==> src/rtl/calc_seq_ctrl.sv <==
// Multi-cycle sequencer for the calculator datapath: add/sub in one execute cycle, shift-add multiply, restoring divide.
// Latency: 2 edges (add/sub/div-by-zero) or WIDTH+2 edges (mul/div) after acceptance; start is ignored whenever ready=0.
module calc_seq_ctrl #(
  parameter int WIDTH = 4
) (
  input  logic                 clk,
  input  logic                 rst,
  input  logic                 start,
  input  logic [WIDTH-1:0]     a,
  input  logic [WIDTH-1:0]     b,
  input  logic [1:0]           operator,
  output logic                 ready,
  output logic                 done,
  output logic [2*WIDTH-1:0]   result,
  output logic [WIDTH-1:0]     remainder,
  output logic                 sign,
  output logic                 err
);

  localparam int CW = (WIDTH > 1) ? $clog2(WIDTH) : 1;
  localparam logic [CW-1:0] LAST_STEP = CW'(WIDTH - 1);

  localparam logic [1:0] OP_DIV = 2'b00;
  localparam logic [1:0] OP_ADD = 2'b01;
  localparam logic [1:0] OP_SUB = 2'b10;
  localparam logic [1:0] OP_MUL = 2'b11;

  typedef enum logic [1:0] {
    IDLE   = 2'd0,
    EXEC   = 2'd1,
    ITER   = 2'd2,
    FINISH = 2'd3
  } state_t;

  state_t state;
  state_t next_state;

  logic [WIDTH-1:0]   a_r;
  logic [WIDTH-1:0]   b_r;
  logic [1:0]         op_r;
  logic [2*WIDTH-1:0] acc;
  logic [2*WIDTH-1:0] shreg;
  logic [WIDTH-1:0]   rem_r;
  logic [CW-1:0]      count;
  logic               sign_r;
  logic               err_r;

  logic [WIDTH:0]     sum;
  logic [WIDTH-1:0]   abs_diff;
  logic [WIDTH:0]     rem_t;
  logic               div_ge;
  logic [WIDTH-1:0]   rem_next;

  assign sum      = {1'b0, a_r} + {1'b0, b_r};
  assign abs_diff = (a_r >= b_r) ? (a_r - b_r) : (b_r - a_r);

  // shreg starts as a and shifts left once per step, so bit WIDTH-1 walks the dividend MSB first
  assign rem_t    = {rem_r, shreg[WIDTH-1]};
  assign div_ge   = (rem_t >= {1'b0, b_r});
  assign rem_next = div_ge ? WIDTH'(rem_t - {1'b0, b_r}) : rem_t[WIDTH-1:0];

  always_ff @(posedge clk) begin
    if (rst) begin
      state <= IDLE;
    end else begin
      state <= next_state;
    end
  end

  always_comb begin
    next_state = state;
    ready      = 1'b0;
    case (state)
      IDLE: begin
        ready = 1'b1;
        if (start) begin
          next_state = EXEC;
        end
      end
      EXEC: begin
        if (op_r == OP_MUL || (op_r == OP_DIV && b_r != '0)) begin
          next_state = ITER;
        end else begin
          next_state = FINISH;
        end
      end
      ITER: begin
        if (count == LAST_STEP) begin
          next_state = FINISH;
        end
      end
      FINISH: begin
        next_state = IDLE;
      end
      default: begin
        next_state = IDLE;
      end
    endcase
  end

  always_ff @(posedge clk) begin
    if (rst) begin
      a_r       <= '0;
      b_r       <= '0;
      op_r      <= '0;
      acc       <= '0;
      shreg     <= '0;
      rem_r     <= '0;
      count     <= '0;
      sign_r    <= 1'b0;
      err_r     <= 1'b0;
      done      <= 1'b0;
      result    <= '0;
      remainder <= '0;
      sign      <= 1'b0;
      err       <= 1'b0;
    end else begin
      done <= 1'b0;
      case (state)
        IDLE: begin
          if (start) begin
            a_r  <= a;
            b_r  <= b;
            op_r <= operator;
          end
        end
        EXEC: begin
          // every op starts from clean internals so stale sign/err never leak
          acc    <= '0;
          rem_r  <= '0;
          count  <= '0;
          sign_r <= 1'b0;
          err_r  <= 1'b0;
          shreg  <= (2*WIDTH)'(a_r);
          case (op_r)
            OP_ADD: acc <= (2*WIDTH)'(sum);
            OP_SUB: begin
              acc    <= (2*WIDTH)'(abs_diff);
              sign_r <= (a_r < b_r);
            end
            OP_DIV: err_r <= (b_r == '0);
            default: ;
          endcase
        end
        ITER: begin
          count <= count + CW'(1);
          shreg <= shreg << 1;
          if (op_r == OP_MUL) begin
            if (b_r[count]) begin
              acc <= acc + shreg;
            end
          end else begin
            acc   <= {acc[2*WIDTH-2:0], div_ge};
            rem_r <= rem_next;
          end
        end
        FINISH: begin
          result    <= acc;
          remainder <= rem_r;
          sign      <= sign_r;
          err       <= err_r;
          done      <= 1'b1;
        end
        default: ;
      endcase
    end
  end

endmodule

==> config.mk <==
export PLATFORM = sky130hd
export DESIGN_NAME = calc_seq_ctrl
export DESIGN_NICKNAME = d
export VERILOG_FILES = /design/src/rtl/calc_seq_ctrl.sv
export SDC_FILE = /design/constraint.sdc
export NUM_CORES = 1
export LEC_CHECK = 0
export CORE_UTILIZATION = 55
export CTS_CLUSTER_DIAMETER = 30
export CTS_CLUSTER_SIZE = 24
export DETAILED_ROUTE_END_ITERATION = 12
export GPL_ROUTABILITY_DRIVEN = 0
export PLACE_DENSITY = 0.77
export SYNTH_ARGS = -nofsm -noshare
export SYNTH_HDL_FRONTEND = slang
export SYNTH_SLANG_ARGS = --single-unit
==> constraint.sdc <==
create_clock -name clk -period 6.4 [get_ports clk]
set_input_delay 0.96 -clock clk [delete_from_list [all_inputs] [get_ports clk]]
set_output_delay 0.96 -clock clk [all_outputs]
set_load 0.01 [all_outputs]
After elaboration in Yosys (flattened, before gate mapping). Cells that the tools add are included.

Bits in registers: 51. Word-level logic and storage cells: 67. Output and inout port bits: 16. Input port bits: 13.

Magnitude comparators: 4. $add $sub $neg: 6. Reductions and logical operators: 11. Equality and inequality tests: 11. Muxes and demuxes: 20.

Operator list (number): one-hot mux 8 bit (2 select lines) (2); two-way mux 8 bit (2); two-way mux 4 bit (3); subtractor 4 bit (3); equality test 2 bit (second input constant) (5); one-hot mux 5 bit (2 select lines) (1); adder 8 bit (1); one-hot mux 2 bit (4 select lines) (1); one-hot mux 4 bit (2 select lines) (1); AND reduction 2 bit (4); two-way mux 1 bit (6); inequality test 2 bit (second input constant) (3); adder 4 x 4 -> 5 bit (1); >= comparator 5 x 4 -> 1 bit (1); equality test 2 x 1 -> 1 bit (second input constant) (2); >= comparator 4 bit (1); zero test 2 bit (2); zero test 4 bit (1); < comparator 4 bit (1); two-way mux 2 bit (2); one-hot mux 2 bit (2 select lines) (1); nonzero test 4 bit (1); < comparator 2 x 3 -> 1 bit (second input constant) (1); inequality test 3 bit (second input constant) (1); other kinds (5) (5).

Longest topological paths before layout.
Depth after elaboration: 5. Depth in mapped cells: 10. Depth with buffers taken out: 10.

Least setup slack after synthesis. No wires, ideal clock.

Path kind: flip-flop to flip-flop. From: register b_r[1]. To: register acc[3]. Data arrival time: 2.442 ns. Data required time: 6.309 ns. Buffers on the path: 0. Stages on the path, launching flop included: 9. Clock period less this slack: 2.533 ns. Slack: 3.867 ns. Path through: dfxtp_1 > inv_1 > fa_1 > a21o_1 > a21oi_1 > mux2i_1 > o21ai_0 > a2111o_1 > a311oi_1.

Cells in the longest elaborated chain, start to end: 4.

RTL lines: from (decl) (line 39) `logic [WIDTH-1:0] b_r;`; from (signal assigned) (line 104) `b_r <= '0;`; from (signal assigned) (line 123) `b_r <= b;`; subtractor 4 bit, or another cell as far along (line 55) `assign abs_diff = (a_r >= b_r) ? (a_r - b_r) : (b_r - a_r);`; two-way mux 4 bit / two-way mux 1 bit (equally long branches) (line 55, 149); one-hot mux 5 bit (2 select lines) / inequality test 3 bit (equally long branches); one-hot mux 8 bit (2 select lines) / AND reduction 2 bit (equally long branches); to (signal assigned) (line 136) `OP_ADD: acc <= (2*WIDTH)'(sum);`; to (signal assigned) (line 138) `acc <= (2*WIDTH)'(abs_diff);`; to (signal assigned) (line 150) `acc <= acc + shreg;`; to (decl) (line 41) `logic [2*WIDTH-1:0] acc;`.

Parallel ways exist; a longest one is shown, timed or not. The select of a mux whose other input is x is not followed. A chain may end at the register's enable or synchronous reset.

Worst setup path in the final report. Ends and elaborated chain as after synthesis.

==> flow_summary.yaml <==
yosys:
  syn-num-nets: 408
  fraction_of_the_yosys_area_taken_by_sequential_cells_pct: 33.0
  ys_seq_elements: 51
  postSynthCellCount: 359
  postSynthAreaPerCell_um2: 8.63
  ys.flop_type: "dfxtp_1"
  synth_edf_count: 0
  synth.top_cells.by_area: "dfxtp_1, ha_1, mux2i_1"
  synth_warnings: 0
  async_reset_ff_share_pct: 0
  post-synth-top-area-fraction_pct: 33.0
  number_of_distinct_library_cells_after_synthesis: 49
  synthDominantAreaCellType: "dfxtp_1"
  synth.cell_area_um2: 3100
drt:
  ant_nets: 0
  dr_total_vias: 2582
  drt_wl_total_mm: 6.71
  drt_pre_antenna_iters: 4
  drc_errors: 0
  routed_via_density: 5.71
  detail_route.wl_per_cell_um: 14.8
  first_drt_iteration_drcs: 190
min_path:
  class_of_the_worst_hold_path: "reg2reg"
power:
  vdd_drop_max_v: 0.000323
  power.density_cell_area_nw_per_um2: 342
  fin_total_pwr_mw: 1.20
  power.static_leakage_nw: 1.36
sta:
  crit_path_time_final_ns: 2.84
  finalCritPeriodShare_pct: 44.4
  report.final.setup_viol: 0
  finalHoldViolCount: 0
  tns_ns: 0
  worst_slew_pin_slew_ns: 0.907
  timing.final.max_slew_violations: 0
  fin_skew_ns: 0.00879
  fmax_achieved_ghz: 0.352
  layout_setup_ws_ns: 3.56
  grt_setup_unrepaired: "false"
  max_slew_margin_pct: 39.5
finish:
  nNetsFinal: 430
  finish.cell_count_without_fillers: 452
  n_antenna_cell: 0
  post_route_cells_drive_above_1_share_pct: 3.66
  syn2layout_area_growth_pct: 13.2
cts:
  postCtsSetupRepairBufs: 0
  worst_setup_hold_path_clk_slew_ns: 0.10
  post_cts_resize_count: 0
  clk_latency_ns: 0.32
  cts_sinks: 51
  cts_tree: "done"
  cts_htree_levels: 2
  cts_inserted_buffers: 5
  cts-root-buf: "clkbuf_8"
  cts.hold.buffers_added: 0
  clock_path_buffers: 2
die:
  boundaryPins: 29
  fp.coreArea_um2: 5270
  row_count: 26
  die_height_um: 77.1
  die-area_um2: 5940
  chipWidth_um: 77.1
  floorplan.initialDensity_pct: 58.8
run:
  number_of_max_cap_violations: 0
critical_path:
  end_kind: "register"
  cp.required_ns: 6.63
  cp_slowest_stage_delay_ns: 0.58
  critical_path.startpoint_type: "register"
  cp.arrival_ns: 3.07
  crit_path_cell_trace: "inv_1 > fa_1 > a21o_1 > a21oi_1 > mux2i_1 > o21ai_0 > a2111o_1 > a311oi_1"
  critical-path-slowest-cell: "dfxtp_1"
  timing_worst_setup_path_type: "reg2reg"
  critical_path.max_fanout: 9
place:
  io_buffers: 28
  placed_cells_incl_taps: 444
  preCtsSetupSlack_ns: 3.62
  detailed_place_hpwl_mm: 5.05
global_routing:
  grt_pass1_wl_mm: 11.4
  grtUsageTotal_pct: 23.9
  grt_pass1_vias: 2473
  globalRouteOverflowTotal: 0
  antenna_found_initial: 0
  grt_start_max_net_pins: 51
status:
  outcome: "finished clean"
-- cell usage in the layout, fill, tap and decap left out, drive strengths merged, types with 3 or more instances in the layout --
cell type	synthesis	routed
ha	31	31
xor2	3	3
a211oi	6	6
and3	3	3
a21o	3	3
o211ai	4	4
a21oi	32	32
nand3	14	14
inv	26	28
a31oi	4	4
o21ai	10	10
clkdlybuf4s50	0	28
nand2	32	32
nor4	4	4
nand2b	10	10
mux2i	24	24
nor2	37	37
fa	5	5
clkbuf	12	5
dfxtp	51	51
nor2b	5	5
xnor2	4	4
o21a	4	4
-- metrics by stage --
step | util [%] | instance area [um2] | hold WS, ns
floorplan | - | 3100 | 0.445
global placement | 64.8 | 3410 | 0.456
detailed placement | 64.8 | 3410 | 0.467
CTS | 66.6 | 3510 | 0.482
global route | 66.6 | 3510 | 0.528
finish | 66.6 | 3510 | 0.485
-- critical path: cells and delay by family, from the launching register on --
family | cells | cell delay (ns)
mux | 1 | 0.22
buf+inv | 1 | 0.17
fa+ha+maj | 1 | 0.46
compound gates | 5 | 1.33
flops | 1 | 0.58
-- cell usage after synthesis, drive strengths merged, types with 4 or more instances --
cell	n
fa	5
xnor2	4
inv	26
o211ai	4
nor2b	5
clkbuf	12
nor2	37
nand2b	10
dfxtp	51
nand3	14
o21a	4
mux2i	24
o21ai	10
a211oi	6
nand2	32
a31oi	4
nor4	4
ha	31
a21oi	32
-- final timing paths --
check	startpoint	cells past startpoint	endpoint	slack, ns
max	b_r[1]	8	acc[3]	3.56
min	sign_r	2	sign_r	0.48
max reg2reg	b_r[1]	8	acc[3]	3.56
min reg2reg	sign_r	2	sign_r	0.48
-- state kept, by name, summed over array words and instances (netlist names), 4 cells and up --
register   flops
acc            8
result         8
shreg          8
a_r            4
b_r            4
rem_r          4
remainder      4
-- layer usage --
layer / wire length, um / GRT usage (%)
met1: 3060 / 30.1
met5: 0 / 0
met4: 101 / 8.49
met2: 3180 / 40.6
met3: 367 / 4.64
-- layout make-up --
cell class              instances  area (um2)
multi-input cells             267        1920
fillers                       474        1760
flip-flops and latches         51        1020
repair buffers                 29         288
inverters                      27         101
well taps                      70        87.6
clock buffers                   5        68.8
clock inverters                 3        26.3
-- power breakdown --
part / total, mW / leakage, nW / switching (mW) / internal [mW]
clock: 0.198 / 0.0491 / 0.118 / 0.0806
combinational: 0.578 / 0.892 / 0.334 / 0.243
sequential: 0.425 / 0.414 / 0.0601 / 0.365
-- logic make-up (layout without fill, tap and decap cells) --
logic type	Yosys count	after routing	share of synthesized area (%)
and+or+nand+nor	114	114	17.0
AOI/OAI and AO/OA	83	83	17.9
DFF	51	51	33.0
buffers and inverters	41	64	5.21
adders and majority gates	36	36	15.8
muxes	27	27	9.21
xor gates and xnor gates	7	7	1.98
Note: power is estimated with default switching activity, not from simulation.
